`src/rtl/fmu_issue_arbiter.sv`:
```
// Round-robin issue arbiter sharing one pipelined FMU among NUM_REQ requesters.
// Optional macro FMU_ARB_PRIO_EN gives requester 0 strict priority over the round-robin.
module fmu_issue_arbiter #(
  parameter int unsigned NUM_REQ = 4,
  parameter int unsigned OP_W    = 32,
  parameter int unsigned LAT     = 4
) (
  input  logic                    clk,
  input  logic                    rst_n,
  input  logic [NUM_REQ-1:0]      req_valid,
  input  logic [NUM_REQ*OP_W-1:0] req_a,
  input  logic [NUM_REQ*OP_W-1:0] req_b,
  output logic [NUM_REQ-1:0]      req_ready,
  output logic                    fmu_start,
  output logic [OP_W-1:0]         fmu_a,
  output logic [OP_W-1:0]         fmu_b,
  input  logic                    fmu_done,
  input  logic [OP_W-1:0]         fmu_result,
  output logic [NUM_REQ-1:0]      rsp_valid,
  output logic [OP_W-1:0]         rsp_data,
  output logic                    busy,
  output logic                    err
);

  localparam int unsigned ID_W = (NUM_REQ > 1) ? $clog2(NUM_REQ) : 1;
`ifdef FMU_ARB_PRIO_EN
  localparam bit PRIO_EN = 1'b1;
`else
  localparam bit PRIO_EN = 1'b0;
`endif

  logic [ID_W-1:0]    r_ptr;
  logic               r_start;
  logic [ID_W-1:0]    r_iss_id;
  logic [OP_W-1:0]    r_a;
  logic [OP_W-1:0]    r_b;
  logic [LAT:1]       r_tag_v;
  logic [ID_W-1:0]    r_tag_id [1:LAT];
  logic [NUM_REQ-1:0] r_rsp_v;
  logic [OP_W-1:0]    r_rsp_d;
  logic               r_err;

  logic               w_gnt_vld;
  logic [ID_W-1:0]    w_gnt_id;
  logic [ID_W-1:0]    w_ptr_nxt;
  logic               w_tag_v;
  logic [ID_W-1:0]    w_tag_id;

  // First valid requester at or after the pointer; requester 0 may pre-empt.
  always_comb begin
    logic [ID_W-1:0] idx;
    w_gnt_vld = 1'b0;
    w_gnt_id  = '0;
    idx       = '0;
    for (int unsigned k = 0; k < NUM_REQ; k++) begin
      idx = ID_W'((32'(r_ptr) + k) % NUM_REQ);
      if (!w_gnt_vld && req_valid[idx] && !(PRIO_EN && idx == '0)) begin
        w_gnt_vld = 1'b1;
        w_gnt_id  = idx;
      end
    end
    if (PRIO_EN && req_valid[0]) begin
      w_gnt_vld = 1'b1;
      w_gnt_id  = '0;
    end
    if (!rst_n) begin
      w_gnt_vld = 1'b0;
    end
  end

  always_comb begin
    w_ptr_nxt = ID_W'((32'(w_gnt_id) + 32'd1) % NUM_REQ);
    if (PRIO_EN && w_gnt_id == '0) begin
      w_ptr_nxt = r_ptr;
    end
  end

  always_comb begin
    req_ready = '0;
    if (w_gnt_vld) begin
      req_ready[w_gnt_id] = 1'b1;
    end
  end

  // Issue stage; operands hold when nothing is granted.
  always_ff @(posedge clk or negedge rst_n) begin
    if (!rst_n) begin
      r_ptr    <= '0;
      r_start  <= 1'b0;
      r_iss_id <= '0;
      r_a      <= '0;
      r_b      <= '0;
    end else begin
      r_start <= w_gnt_vld;
      if (w_gnt_vld) begin
        r_iss_id <= w_gnt_id;
        r_a      <= req_a[w_gnt_id*OP_W +: OP_W];
        r_b      <= req_b[w_gnt_id*OP_W +: OP_W];
        r_ptr    <= w_ptr_nxt;
      end
    end
  end

  // Issue register acts as stage 0; stage LAT lines up with fmu_done.
  always_ff @(posedge clk or negedge rst_n) begin
    if (!rst_n) begin
      r_tag_v <= '0;
      for (int unsigned k = 1; k <= LAT; k++) begin
        r_tag_id[k] <= '0;
      end
    end else begin
      r_tag_v[1]  <= r_start;
      r_tag_id[1] <= r_iss_id;
      for (int unsigned k = 2; k <= LAT; k++) begin
        r_tag_v[k]  <= r_tag_v[k-1];
        r_tag_id[k] <= r_tag_id[k-1];
      end
    end
  end

  assign w_tag_v  = r_tag_v[LAT];
  assign w_tag_id = r_tag_id[LAT];

  // Response steering; a done/tag disagreement is suppressed and latched as err.
  always_ff @(posedge clk or negedge rst_n) begin
    if (!rst_n) begin
      r_rsp_v <= '0;
      r_rsp_d <= '0;
      r_err   <= 1'b0;
    end else begin
      r_rsp_v <= '0;
      if (fmu_done && w_tag_v) begin
        r_rsp_v <= NUM_REQ'(1) << w_tag_id;
        r_rsp_d <= fmu_result;
      end
      if (fmu_done != w_tag_v) begin
        r_err <= 1'b1;
      end
    end
  end

  assign fmu_start = r_start;
  assign fmu_a     = r_a;
  assign fmu_b     = r_b;
  assign rsp_valid = r_rsp_v;
  assign rsp_data  = r_rsp_d;
  assign err       = r_err;
  assign busy      = r_start | (|r_tag_v) | (|r_rsp_v);

endmodule

```
`config.mk`:
```
export PLATFORM = sky130hd
export DESIGN_NAME = fmu_issue_arbiter
export DESIGN_NICKNAME = d
export VERILOG_FILES = /design/src/rtl/fmu_issue_arbiter.sv
export SDC_FILE = /design/constraint.sdc
export NUM_CORES = 1
export LEC_CHECK = 0
export BUFFER_PORTS_ARGS = -buffer_cell sky130_fd_sc_hd__buf_2
export CAP_MARGIN = 10
export CORE_AREA = 2 2 156 158
export DETAILED_ROUTE_END_ITERATION = 8
export DIE_AREA = 0 0 158 160
export PLACE_DENSITY = 0.68
export SLEW_MARGIN = 10
export SYNTH_ARGS = -nofsm -noshare
export SYNTH_HDL_FRONTEND = slang
export SYNTH_SLANG_ARGS = --single-unit
```
`constraint.sdc`:
```
create_clock -name clk -period 2.4 [get_ports clk]
set_input_delay 0.48 -clock clk [delete_from_list [all_inputs] [get_ports clk]]
set_output_delay 0.48 -clock clk [all_outputs]
set_load 0.01 [all_outputs]
```
After elaboration in Yosys (flattened, before gate mapping)
Cells that the tools add are included.
- flip-flop bits (word level): 118
- bits of input ports: 295
- output and inout bits: 107
- word-level logic and storage cells: 60
- add/sub/neg operators: 4
- magnitude comparators: 6
- equality and inequality tests: 1
- shift-type cells: 3
- multiplexer cells: 21
- bitwise logic cells: 2
- reductions and logical operators: 10
- operator list (kind ; number):
    $shiftx 128x8->32 ; 2
    $lt 2x3->1 const B ; 5
    $mux 1 ; 10
    $bmux 1 s2 ; 4
    $mux 2 ; 4
    $mux 4 ; 2
    $reduce_or 4->1 ; 2
    $logic_and 1x1->1 ; 5
    $add 2x1->2 const B ; 2
    $add 2x2->2 const B ; 2
    $shl 1x2->4 const A ; 1
    $logic_not 1->1 ; 3
    $demux 1 s2 ; 1
    $ge 2x1->1 const B ; 1
    $or 1x1->1 ; 2
    $ne 1x1->1 ; 1

Logic depth before layout (Yosys ltp)
- depth in word-level cells: 17
- mapped depth: 8
- depth with buffers taken out: 6

Least setup slack after synthesis
Ideal clock, no wire load.
- kind: input to output
- from: in req_valid[1]
- to: out req_ready[2]
- arrival time: 1550 ps
- data required time: 1920 ps
- path slack: 370 ps
- stages: 7
- buffers on the path: 2
- cell sequence: nor3b_1 -> a211oi_2 -> nor2_2 -> nand2_1 -> buf_2 -> buf_2 -> nor2_1
- longest elaborated chain between the ends: 17
- elaborated cells on any way between the ends: 29
- those cells by class: order compare (2); mux (20); reduce/logical (7)
- ends and longest elaborated chain (element ; line ; text):
    from (decl) ; 10 ; input logic [NUM_REQ-1:0] req_valid,
    $bmux 1 s2 ; 57 ; if (!w_gnt_vld && req_valid[idx] && !(PRIO_EN && idx == '0)) begin
    $mux 1 (not written as such) ; 57 ;
    $mux 1 ; 57 ;
    $logic_not 1->1 ; 57 ;
    $logic_and 1x1->1 ; 57 ;
    $mux 1 ; 57 ;
    $logic_not 1->1 ; 57 ;
    $logic_and 1x1->1 ; 57 ;
    $mux 1 ; 57 ;
    $logic_not 1->1 ; 57 ;
    $logic_and 1x1->1 ; 57 ;
    $mux 2 ; 57 ;
    $lt 2x3->1 (not written as such) / $ge 2x1->1 (equally long branches) ; 81 ; req_ready[w_gnt_id] = 1'b1;
    $logic_and 1x1->1 (not written as such) ; 81 ;
    $mux 1 (not written as such) ; 81 ;
    $demux 1 s2 ; 81 ;
    $mux 4 (*) ; 80 ; if (w_gnt_vld) begin
    to (decl) ; 13 ; output logic [NUM_REQ-1:0] req_ready,
Mark *: on every way between the ends. The rest lies on a longest branch, timed or not. The select of a mux whose other input is x is not followed.

Worst setup path in the final report
- from: reg r_ptr[1]
- to: out req_ready[3]
- longest elaborated chain between the ends: 17
- elaborated cells on any way between the ends: 32
- those cells by class: add/sub (3); order compare (2); mux (20); reduce/logical (7)
- ends and longest elaborated chain (element ; line ; text):
    from (decl) ; 32 ; logic [ID_W-1:0] r_ptr;
    from (signal assigned) ; 99 ; r_ptr <= w_ptr_nxt;
    parallel branches: the longest is 16 deep, another holds $lt 2x3->1 ; - ;
    $mux 4 (*) ; 80 ;
Mark *: on every way between the ends. The select of a mux whose other input is x is not followed.

==> results.tsv <==
stage	metric	value	unit
sta	fin_hold_ws	189	ps
routing	wl_per_cell	18.9	um
placement	port_buffers	401	
global_route	grt_pass1_wl	38900	um
final_layout	nNetsFinal	1322	
logic_synthesis	synth_compound_area_share	23.8	%
logic_synthesis	yosys-top-cells-count	118 x dfrtp_1, 72 x nand2_1	
clocking	cts_tree	done	
pwr	peakVddDrop	0.000540	V
logic_synthesis	synth.area.top_cells	dfrtp_1 42%, mux2i_1 9.2%, a211o_1 8.1%	
global_route	grt_pass1_vias	7025	
logic_synthesis	synth_top_family_by_area	compound AO/OA/AOI/OAI gates	
clocking	root_buffer	clkbuf_16	
floorplan	die_h	160	um
sta	worstMarginPinSlew	664	ps
logic_synthesis	synth.cell_area	6950	um^2
sta	period_minus_slack	2300	ps
critical_path	cp-end-kind	output pin	
logic_synthesis	synth_seq_cells	118	
min_path	hold_path_class	primary input to async pin	
sta	slew_headroom	55.8	%
floorplan	initial_core_util	29.2	%
routing	wirelength	25800	um
clocking	clock_path_buffers	2	
global_route	overflow	0	
logic_synthesis	async_flop_share	100	%
pwr	power_leakage	4.86	nW
final_layout	layout-drive-gt1-share	50.2	%
sta	setup-tns-final	0	ps
critical_path	crit_path_start_kind	flip-flop	
routing	drc	0	
critical_path	crit_required	1920	ps
logic_synthesis	synth_cell_types	40	
routing	vias	7243	
final_layout	stdcell_count	1366	
pwr	p_total	0.00924	W
clocking	hold_buffers	0	
logic_synthesis	synth-edff-count	0	
floorplan	core	23800	um^2
logic_synthesis	yosysTopAreaCellShare	42.5	%
global_route	grt_use_total	19.9	%
status	status	complete, no violations	
floorplan	rows	57	
clocking	h-tree-depth	4	
critical_path	path_max_fanout	7	
logic_synthesis	seq_area_frac_synth	42.5	%
global_route	antenna_found_initial	5	
placement	place_inst	1329	
routing	drt_iter0_markers	619	
critical_path	cp-endpoint	req_ready[3]	
critical_path	worst_r2r_path_depth	6	
logic_synthesis	synth_mux_area_share	14.4	%
logic_synthesis	yosys.cell_count.top_type	dfrtp_1	
floorplan	io_pins	402	
logic_synthesis	avgSynthCellArea	10.5	um^2
sta	fin_crit_sh	96.0	%
critical_path	r2r_slack	500	ps
logic_synthesis	yosys.area_share.simple	12.2	%
logic_synthesis	synth_cells	661	
logic_synthesis	ys.flop_type	dfrtp_1	
floorplan	die_area	25300	um^2
critical_path	reg2reg_from	r_ptr[1]	
sta	clock.fmax	434	MHz
critical_path	cp.arrival	1820	ps
logic_synthesis	synth_fa_ha_area_share	0.180	%
sta	rsz0062_at_grt	false	
job	maxCapViolCount	0	
critical_path	crit_start	r_ptr[1]	
sta	slew_violations	0	
clocking	clock_latency	420	ps
floorplan	die_width	158	um
logic_synthesis	synth_xor_area_share	0.126	%
global_route	grt_max_degree	119	
sta	setup_viol	0	
routing	ant_nets	0	
final_layout	area_growth	42.5	%
sta	hold_viol_final	0	
placement	place_congestion	0.800	
clocking	cts_sinks	118	
critical_path	criticalPathCategory	flip-flop to output pin	
pwr	power_density	932	nW/um^2
logic_synthesis	synth.net_count	957	
sta	finClkSkew	14.4	ps
logic_synthesis	synth_warnings	0	
logic_synthesis	yosysTopAreaCell	dfrtp_1	
placement	dp_hpwl	18300	um
critical_path	worstReg2RegEnd	fmu_a[11]	
routing	via_per_inst	5.30	
routing	drtPass1Iterations	5	
clocking	cts_buffers	17	
clocking	path_clk_slew	70	ps
how the worst min path moves through the flow:
stage / from / end / slack [ps] / cells past startpoint
3_3_place_gp: r_tag_id[7] / r_tag_id[5] / 330 / 0
4_1_cts: rst_n / fmu_a[24] / 240 / 2
2_1_floorplan: rst_n / err / 180 / 0
3_5_place_dp: r_tag_id[4] / r_tag_id[2] / 340 / 0
5_1_grt: rst_n / fmu_b[2] / 260 / 2
6_report: rst_n / fmu_a[24] / 190 / 2
final cells by class:
cell class | instances | area [um^2]
well taps | 324 | 405
clock buffers | 17 | 425
flip-flops and latches | 118 | 2960
multi-input cells | 461 | 3570
repair buffers | 427 | 2380
inverters | 1 | 3.75
fillers | 2383 | 13900
diodes | 3 | 7.51
clock inverters | 15 | 155
routing by layer:
layer | wire, um | global-route usage [%] | vias up
met2 | 12700 | 34.5 | 423
met5 | 26 | 0 | -
met4 | 669 | 7.37 | 4
met3 | 2120 | 4.34 | 52
met1 | 10200 | 23.9 | 3447
li1 | - | - | 3317
worst max-delay path, stage by stage (launching register included):
cell and delay [ps]:
dfrtp_2 450, nor2b_4 150, o21a_4 250, nor3_4 240
and3_1 190, buf_2 130
power breakdown:
group / internal (W) / switching (W) / leakage, nW
Combinational: 0.00165 / 0.00214 / 3.15
Clock: 0.00139 / 0.00115 / 0.276
Sequential: 0.00258 / 0.000342 / 1.44
cells in the final DEF, fill, tap and decap left out, drive strengths merged, types with 3 or more instances in the layout:
master,instances
clkbuf,17
nor3,4
o31ai,64
inv,10
o21ai,3
clkinv,3
nand2,73
o211ai,64
a211o,64
nor2,9
mux2i,64
nand4,64
diode,3
buf,427
clkinvlp,3
dfrtp,118
mux2,32
metrics by stage:
step	utilization (%)	setup WS [ps]	cell area, um^2
6_report	41.6	95.4	9910
4_1_cts	41.5	18.5	9880
3_5_place_dp	39.0	319	9300
3_3_place_gp	39.0	343	9300
2_1_floorplan	-	370	6950
5_1_grt	41.6	3.47	9900
logic make-up after synthesis:
logic type	count (synthesis)
flip-flops	118
AND/OR/NAND/NOR	163
adder cells (fa/ha/maj)	1
multiplexers	96
buffers and inverters	82
AO/OA/AOI/OAI	200
XOR/XNOR	1
flip-flops by register name, summed over array words and instances (netlist names):
register and cells:
fmu_a 32, fmu_b 32, rsp_data 32, r_tag_id 6
r_tag_v 4, rsp_valid 4, r_iss_id 2, r_ptr 2
w_tag_id 2, err 1, fmu_start 1
what timing repair did:
action | CTS | global route
endpoints found under the setup margin | 1 | 2
gates cloned | 0 | 0
gates resized for setup | 0 | 3
buffers inserted | 0 | 2
pin swaps | 1 | 1
Power figures use the tool's default switching activity.
